## config.mk

```make
export PLATFORM = sky130hd
export DESIGN_NAME = rename_flat
export DESIGN_NICKNAME = d
export VERILOG_FILES = /design/src/rtl/rename_if.sv /design/src/rtl/rename.sv /design/src/flat_wrapper.sv
export SDC_FILE = /design/constraint.sdc
export NUM_CORES = 2
export LEC_CHECK = 0
export CAP_MARGIN = 20
export CORE_UTILIZATION = 56
export CTS_CLUSTER_SIZE = 25
export DETAILED_ROUTE_END_ITERATION = 6
export PLACE_DENSITY = 0.76
export SYNTH_ARGS = -nofsm -noshare
export SYNTH_HDL_FRONTEND = slang
export SYNTH_SLANG_ARGS = --single-unit
```

## constraint.sdc

```tcl
create_clock -name clk -period 9.5 [get_ports clk]
set_clock_uncertainty 0.2 [all_clocks]
set_input_delay 0.95 -clock clk [delete_from_list [all_inputs] [get_ports clk]]
set_output_delay 0.95 -clock clk [all_outputs]
set_load 0.05 [all_outputs]
```

## src/rtl/rename_if.sv

```systemverilog
// Rename stage bus: the decode pair in, commit frees, and the renamed pair out.
// Both pair channels use valid/ready: a pair moves on a rising clock edge only when valid and ready are both high, and the producer holds its payload while valid && !ready.
interface rename_if #(
  parameter int PTAG_W = 6,
  parameter int CNT_W  = 6
);
  typedef struct packed {
    logic RegWrite;
    logic MemRead;
    logic MemWrite;
    logic ALUSrc;
  } ctrl_t;

  typedef struct packed {
    logic [6:0]  opcode;
    logic [4:0]  rd;
    logic [4:0]  rs1;
    logic [4:0]  rs2;
    logic [11:0] imm;
    ctrl_t       control;
  } instStruct;

  logic              in_valid;
  instStruct         in_a;
  instStruct         in_b;
  logic              in_ready;

  logic              free_valid_a;
  logic              free_valid_b;
  logic [PTAG_W-1:0] free_preg_a;
  logic [PTAG_W-1:0] free_preg_b;

  logic              out_valid;
  logic              out_ready;
  instStruct         out_a;
  instStruct         out_b;
  logic [PTAG_W-1:0] prs1_a;
  logic [PTAG_W-1:0] prs2_a;
  logic [PTAG_W-1:0] prd_a;
  logic [PTAG_W-1:0] old_prd_a;
  logic [PTAG_W-1:0] prs1_b;
  logic [PTAG_W-1:0] prs2_b;
  logic [PTAG_W-1:0] prd_b;
  logic [PTAG_W-1:0] old_prd_b;

  logic [CNT_W-1:0]  dbg_count;

  modport master (
    output in_valid, in_a, in_b, free_valid_a, free_valid_b, free_preg_a, free_preg_b, out_ready,
    input  in_ready, out_valid, out_a, out_b, prs1_a, prs2_a, prd_a, old_prd_a,
           prs1_b, prs2_b, prd_b, old_prd_b, dbg_count
  );

  modport slave (
    input  in_valid, in_a, in_b, free_valid_a, free_valid_b, free_preg_a, free_preg_b, out_ready,
    output in_ready, out_valid, out_a, out_b, prs1_a, prs2_a, prd_a, old_prd_a,
           prs1_b, prs2_b, prd_b, old_prd_b, dbg_count
  );
endinterface

```

## src/rtl/rename.sv

```systemverilog
// Two-wide register rename: RAT lookup, free-list allocation with intra-pair
// bypass, commit-side frees and a single registered output stage.
module rename #(
  parameter int NUM_PREGS = 64,
  parameter int NUM_AREGS = 32
) (
  input logic   clk,
  input logic   reset,
  rename_if.slave bus
);
  localparam int PTAG_W   = $clog2(NUM_PREGS);
  localparam int FL_DEPTH = NUM_PREGS - NUM_AREGS;
  localparam int FL_W     = $clog2(FL_DEPTH);
  localparam int CNT_W    = $clog2(FL_DEPTH + 1);

  logic [PTAG_W-1:0] rat [NUM_AREGS];
  logic [PTAG_W-1:0] fl  [FL_DEPTH];
  logic [FL_W-1:0]   head;
  logic [FL_W-1:0]   tail;
  logic [CNT_W-1:0]  count;

  logic              alloc_a;
  logic              alloc_b;
  logic              accept;
  logic [1:0]        n_alloc;
  logic [PTAG_W-1:0] prd_a_n;
  logic [PTAG_W-1:0] prd_b_n;
  logic [PTAG_W-1:0] old_a_n;
  logic [PTAG_W-1:0] old_b_n;
  logic [PTAG_W-1:0] prs1_b_n;
  logic [PTAG_W-1:0] prs2_b_n;
  logic [CNT_W-1:0]  pops;
  logic [CNT_W-1:0]  cnt_after_pop;
  logic [CNT_W-1:0]  count_next;
  logic              push_a;
  logic              push_b;
  logic              wr_a;
  logic              wr_b;

  always_comb begin
    alloc_a  = bus.in_a.control.RegWrite && (bus.in_a.rd != '0);
    alloc_b  = bus.in_b.control.RegWrite && (bus.in_b.rd != '0);
    n_alloc  = {1'b0, alloc_a} + {1'b0, alloc_b};
    // Only the registered count gates acceptance; frees arriving this cycle are not usable yet.
    bus.in_ready = (!bus.out_valid || bus.out_ready) && (count >= CNT_W'(n_alloc));
    accept   = bus.in_valid && bus.in_ready;

    prd_a_n  = alloc_a ? fl[head] : '0;
    prd_b_n  = '0;
    if (alloc_b) prd_b_n = alloc_a ? fl[head + FL_W'(1)] : fl[head];

    old_a_n  = alloc_a ? rat[bus.in_a.rd] : '0;
    old_b_n  = '0;
    if (alloc_b) old_b_n = (alloc_a && (bus.in_a.rd == bus.in_b.rd)) ? prd_a_n : rat[bus.in_b.rd];

    // b sees a's fresh mapping when it reads the register a is writing.
    prs1_b_n = (alloc_a && (bus.in_b.rs1 == bus.in_a.rd)) ? prd_a_n : rat[bus.in_b.rs1];
    prs2_b_n = (alloc_a && (bus.in_b.rs2 == bus.in_a.rd)) ? prd_a_n : rat[bus.in_b.rs2];

    pops          = accept ? CNT_W'(n_alloc) : '0;
    cnt_after_pop = count - pops;
    push_a        = bus.free_valid_a && (bus.free_preg_a != '0);
    push_b        = bus.free_valid_b && (bus.free_preg_b != '0);
    // A push into a full list is dropped so the count saturates.
    wr_a          = push_a && (cnt_after_pop < CNT_W'(FL_DEPTH));
    wr_b          = push_b && ((cnt_after_pop + CNT_W'(wr_a)) < CNT_W'(FL_DEPTH));
    count_next    = cnt_after_pop + CNT_W'(wr_a) + CNT_W'(wr_b);
  end

  always_ff @(posedge clk or negedge reset) begin
    if (!reset) begin
      for (int i = 0; i < NUM_AREGS; i++) rat[i] <= PTAG_W'(i);
      for (int i = 0; i < FL_DEPTH; i++) fl[i] <= PTAG_W'(NUM_AREGS + i);
      head  <= '0;
      tail  <= '0;
      count <= CNT_W'(FL_DEPTH);
    end else begin
      if (accept && alloc_a) rat[bus.in_a.rd] <= prd_a_n;
      if (accept && alloc_b) rat[bus.in_b.rd] <= prd_b_n;
      if (wr_a) fl[tail] <= bus.free_preg_a;
      if (wr_b) fl[tail + FL_W'(wr_a)] <= bus.free_preg_b;
      head  <= head + FL_W'(pops);
      tail  <= tail + FL_W'(wr_a) + FL_W'(wr_b);
      count <= count_next;
    end
  end

  always_ff @(posedge clk or negedge reset) begin
    if (!reset) begin
      bus.out_valid <= 1'b0;
      bus.out_a     <= '0;
      bus.out_b     <= '0;
      bus.prs1_a    <= '0;
      bus.prs2_a    <= '0;
      bus.prd_a     <= '0;
      bus.old_prd_a <= '0;
      bus.prs1_b    <= '0;
      bus.prs2_b    <= '0;
      bus.prd_b     <= '0;
      bus.old_prd_b <= '0;
    end else if (accept) begin
      bus.out_valid <= 1'b1;
      bus.out_a     <= bus.in_a;
      bus.out_b     <= bus.in_b;
      bus.prs1_a    <= rat[bus.in_a.rs1];
      bus.prs2_a    <= rat[bus.in_a.rs2];
      bus.prd_a     <= prd_a_n;
      bus.old_prd_a <= old_a_n;
      bus.prs1_b    <= prs1_b_n;
      bus.prs2_b    <= prs2_b_n;
      bus.prd_b     <= prd_b_n;
      bus.old_prd_b <= old_b_n;
    end else if (bus.out_ready) begin
      bus.out_valid <= 1'b0;
    end
  end

  assign bus.dbg_count = count;

  a_no_overflow: assert property (@(posedge clk) disable iff (!reset)
    (push_a == wr_a) && (push_b == wr_b));
  a_no_underflow: assert property (@(posedge clk) disable iff (!reset)
    !(accept && (count < CNT_W'(n_alloc))));
endmodule
```

## src/flat_wrapper.sv

```systemverilog
// flat-port wrapper written by rule: the top's interface ports become plain ports
module rename_flat 
#(
  parameter int NUM_PREGS = 64,
  parameter int NUM_AREGS = 32
)
  (clk, reset, bus_in_valid, bus_in_a, bus_in_b, bus_free_valid_a, bus_free_valid_b, bus_free_preg_a, bus_free_preg_b, bus_out_ready, bus_in_ready, bus_out_valid, bus_out_a, bus_out_b, bus_prs1_a, bus_prs2_a, bus_prd_a, bus_old_prd_a, bus_prs1_b, bus_prs2_b, bus_prd_b, bus_old_prd_b, bus_dbg_count);
  rename_if bus_i ();
  input logic clk;
  input logic reset;
  input wire logic [$bits(bus_i.in_valid)-1:0] bus_in_valid;
  input wire logic [$bits(bus_i.in_a)-1:0] bus_in_a;
  input wire logic [$bits(bus_i.in_b)-1:0] bus_in_b;
  input wire logic [$bits(bus_i.free_valid_a)-1:0] bus_free_valid_a;
  input wire logic [$bits(bus_i.free_valid_b)-1:0] bus_free_valid_b;
  input wire logic [$bits(bus_i.free_preg_a)-1:0] bus_free_preg_a;
  input wire logic [$bits(bus_i.free_preg_b)-1:0] bus_free_preg_b;
  input wire logic [$bits(bus_i.out_ready)-1:0] bus_out_ready;
  output wire logic [$bits(bus_i.in_ready)-1:0] bus_in_ready;
  output wire logic [$bits(bus_i.out_valid)-1:0] bus_out_valid;
  output wire logic [$bits(bus_i.out_a)-1:0] bus_out_a;
  output wire logic [$bits(bus_i.out_b)-1:0] bus_out_b;
  output wire logic [$bits(bus_i.prs1_a)-1:0] bus_prs1_a;
  output wire logic [$bits(bus_i.prs2_a)-1:0] bus_prs2_a;
  output wire logic [$bits(bus_i.prd_a)-1:0] bus_prd_a;
  output wire logic [$bits(bus_i.old_prd_a)-1:0] bus_old_prd_a;
  output wire logic [$bits(bus_i.prs1_b)-1:0] bus_prs1_b;
  output wire logic [$bits(bus_i.prs2_b)-1:0] bus_prs2_b;
  output wire logic [$bits(bus_i.prd_b)-1:0] bus_prd_b;
  output wire logic [$bits(bus_i.old_prd_b)-1:0] bus_old_prd_b;
  output wire logic [$bits(bus_i.dbg_count)-1:0] bus_dbg_count;
  assign bus_i.in_valid = bus_in_valid;
  assign bus_i.in_a = bus_in_a;
  assign bus_i.in_b = bus_in_b;
  assign bus_i.free_valid_a = bus_free_valid_a;
  assign bus_i.free_valid_b = bus_free_valid_b;
  assign bus_i.free_preg_a = bus_free_preg_a;
  assign bus_i.free_preg_b = bus_free_preg_b;
  assign bus_i.out_ready = bus_out_ready;
  assign bus_in_ready = bus_i.in_ready;
  assign bus_out_valid = bus_i.out_valid;
  assign bus_out_a = bus_i.out_a;
  assign bus_out_b = bus_i.out_b;
  assign bus_prs1_a = bus_i.prs1_a;
  assign bus_prs2_a = bus_i.prs2_a;
  assign bus_prd_a = bus_i.prd_a;
  assign bus_old_prd_a = bus_i.old_prd_a;
  assign bus_prs1_b = bus_i.prs1_b;
  assign bus_prs2_b = bus_i.prs2_b;
  assign bus_prd_b = bus_i.prd_b;
  assign bus_old_prd_b = bus_i.old_prd_b;
  assign bus_dbg_count = bus_i.dbg_count;
  rename #(.NUM_PREGS(NUM_PREGS), .NUM_AREGS(NUM_AREGS)) u_core (.clk(clk), .reset(reset), .bus(bus_i));
endmodule
```

==> summary.md <==
Outcome
- **outcome** finished with violations
- **violations in the final reports** DRC

Flow run
- **Max-Cap Viols** 0

Yosys
- **largest family of logic cells by synthesized area** multiplexers
- **Simple-Gate Fraction of Synth Area** 10.8%
- **share of the synthesized netlist area taken by xor and xnor gates** 1.07%
- **most common library cells after synthesis** 397 x nand2_1, 360 x mux4_2, 332 x dfrtp_1
- **EDFF count, synth** 0
- **cells after synthesis** 3266
- **average instance area after synthesis** 11.5 sq um
- **post-synthesis register bit count** 525
- **number of library cell types mapped by synthesis** 86
- **post-synthesis adder-cell area fraction** 0.701%
- **Warnings, synthesis** 0
- **library cell with the highest instance count after synthesis** nand2_1
- **library cell occupying the most area in the post-synthesis netlist** dfrtp_1
- **part of the Yosys area used for sequential elements** 35.7%
- **Top FF cell, synth** dfrtp_1
- **Yosys top cell area share** 22.2%
- **top post-synthesis cells by area** dfrtp_1 22%, mux4_2 22%, dfstp_2 14%
- **fraction of the mapped netlist area in compound gates** 11.1%
- **async set or reset register ratio after synthesis** 100%
- **multiplexer share of the synthesized area** 37.2%
- **post-synthesis cell area** 37500 sq um
- **net count after synthesis** 3379

STA
- **maximum operating frequency** 118 MHz
- **setup repair after global routing missed its margin** false
- **slew at the pin closest to its max-slew limit** 1190 ps
- **shortest clock period the worst path allows after layout** 8470 ps
- **final clock period utilization by the worst path** 89.2%
- **number of hold-slack violations in the final timing report** 0
- **Slew HR** 18.2%
- **final slew viol count** 0
- **Total Neg Setup Slack** 0 ps
- **Final setup violation count** 0

Global route
- **initial antenna violation count** 2
- **global-route congestion overflow total** 0
- **global-route wire length before repair** 223000 microns
- **GRT Resource Usage Total** 45.3%
- **number of global-route vias before repair** 31800
- **largest net degree at the start of global routing** 168

Route
- **violation count after the first detailed-routing iteration** 5490
- **Vias per Instance** 7.77
- **vias** 33000
- **Routed Antenna Nets** 0
- **wire length on met3** 22800 microns
- **detailed route wirelength on metal2** 65900 microns
- **Detailed Routing Iterations Pass 1** 7
- **uppermost signal routing layer after detailed routing** met5
- **Residual DRC** 76
- **post-detailed-routing wire length** 154000 microns
- **met1 wire length** 51600 microns
- **post-detailed-route wirelength per cell** 36.2 microns

Min path
- **class of the worst hold path** in2async

Place
- **HPWL after detailed placement** 105000 microns
- **GP Congestion** 1.11
- **Port Buffer Count** 225
- **Placed Cells** 4136

Critical path
- **number of cells traversed by the worst register-to-register path** 16
- **worst-path fanout max** 68
- **sort of element at the end of the critical path** register
- **kind of critical path** in2reg
- **CP required** 9800 ps
- **startpoint types** primary input
- **data arrival time of the worst path** 8780 ps

Clock tree
- **root cell of the clock tree** clkbuf_16
- **CTS clock-pin slew for the worst setup and hold paths** 60 ps
- **CTS sink cnt** 525
- **clock tree from TritonCTS** built
- **H-Tree Depth** 2
- **post-cts gate resize count** 0
- **total clock buffers created by CTS** 57
- **CTS Hold Bufs** 0
- **maximum buffer depth of the clock tree** 3
- **later-pin clock latency in the skew report** 640 ps
- **Post-CTS Setup Repair Bufs** 0

Floorplan
- **DIE AREA** 68000 sq um
- **CORE AREA** 66000 sq um
- **Top-Level Pins** 226
- **number of rows in the core area** 94
- **initial core utilization** 56.8%
- **width of the die** 261 microns
- **vertical die dimension** 261 microns

Finish
- **growth of design area from synthesis to finish** 12.5%
- **Finished Layout Cells** 4251
- **filler instances** 4985
- **Total Nets Final** 3449
- **layout cell share with drive strength beyond 1** 33.1%
- **area taken by flip-flops and latches** 13400 sq um
- **multi-input gate area in the final layout** 22900 sq um

Power and ir drop
- **static leakage** 16.7 nW
- **PD cells** 369 nW/um^2
- **Peak VDD IR** 0.460 mV

cell type report:
cell class,instances,share of cell area [%]
antenna,3,0.0178
clock buffer,81,3.86
clock inverter,26,0.736
inverter,15,0.133
multi-input combinational,2430,54.2
sequential,525,31.7
tap,864,2.56
timing repair buffer,307,6.76
metal layers:
| layer | vias up | global-route usage (%) |
|---|---|---|
| met3 | 811 | 18.2 |
| met4 | 4 | 31.4 |
| met2 | 3012 | 66.1 |
| met1 | 16400 | 54.8 |
| li1 | 12800 | - |
| met5 | - | 0 |
cells by family (layout without fill, tap and decap cells):
group	Yosys count	in the layout
multiplexers	905	905
AND/OR/NAND/NOR	845	845
AO/OA/AOI/OAI	616	616
flip-flops	525	525
buffers and inverters	311	429
XOR/XNOR	44	44
adder cells (fa/ha/maj)	20	20
other	0	3
critical path, cell delays in order:
cell and delay [ps]:
clkdlybuf4s50_1 740, or2_2 560, o41ai_2 540, inv_1 270
ha_1 370, ha_1 260, nand2b_1 200, a211oi_4 320
nor2_4 70, nand2_1 180, ha_1 290, a2111oi_2 450
xnor2_2 260, o311ai_4 180, inv_2 350, ha_1 360
nand2_1 160, nor4_2 510, xor2_4 180, buf_4 660
nand3_1 440, mux2_2 400
metrics by stage:
step / hold WS [ps] / cell area (sq um) / utilization (%) / worst slack (ps) / total power [mW]
2_1_floorplan: 260 / 37500 / - / 930 / 9.41
5_1_grt: 202 / 42200 / 63.9 / 776 / 15.9
4_1_cts: 159 / 42100 / 63.8 / 1240 / 15.0
3_3_place_gp: 249 / 40200 / 60.9 / 862 / 12.5
3_5_place_dp: 262 / 40200 / 60.9 / 578 / 12.7
6_report: 134 / 42200 / 63.9 / 1030 / 15.6
final timing paths:
check,start,end,slack [ps]
worst max-delay path,bus_in_b[30],u_core.fl[32]$_DFF_PN0_,1030
worst min-delay path,reset,u_core.bus.out_b[31]$_DFFE_PN0N_,130
worst max register to register,u_core.bus.out_valid$_DFFE_PN0P_,u_core.fl[32]$_DFF_PN0_,3130
worst min register to register,u_core.bus.out_a[1]$_DFFE_PN0N_,u_core.bus.out_a[1]$_DFFE_PN0N_,270
max in group asynchronous,reset,u_core.fl[32]$_DFF_PN0_,6920
min in group clk,u_core.bus.out_a[1]$_DFFE_PN0N_,u_core.bus.out_a[1]$_DFFE_PN0N_,270
registers in the layout (all words and copies together), names as in the netlist, 6 cells and up:
register and count:
u_core.bus.old_prd_a 6, u_core.bus.prs2_b 6, u_core.bus.out_a 38, u_core.bus.prd_b 6, u_core.fl 192, u_core.rat 192
u_core.bus.prs1_b 6, u_core.bus.old_prd_b 6, u_core.bus.prd_a 6, u_core.bus.prs2_a 6, u_core.bus.dbg_count 6, u_core.bus.prs1_a 6
u_core.bus.out_b 38
placed cells by master (no fill, tap or decap), types with 19 or more instances in the layout:
cell             netlist  routed
a21oi_1               58      58
a221o_1               28      28
a22oi_1              186     186
and2_1                19      19
buf_4                 10      82
clkbuf_16              0      57
clkdlybuf4s50_1        0     207
dfrtp_1              332     330
dfstp_2              193     193
mux2_2               320     320
mux2i_1              223     223
mux4_2               360     360
nand2_1              397     396
nand3_1               78      78
nand4_1               57      57
nor2_1               114     111
nor2b_1               24      24
nor3_1                52      52
o21ai_0              202     202
o22ai_1               20      20
xnor2_1               28      28
where the power goes:
group	leakage, nW	switching [mW]	internal [mW]
clock network	0.937	0.993	1.33
logic	9.46	5.24	3.19
registers	6.29	1.42	3.37
Note: power is estimated with default switching activity, not from simulation.
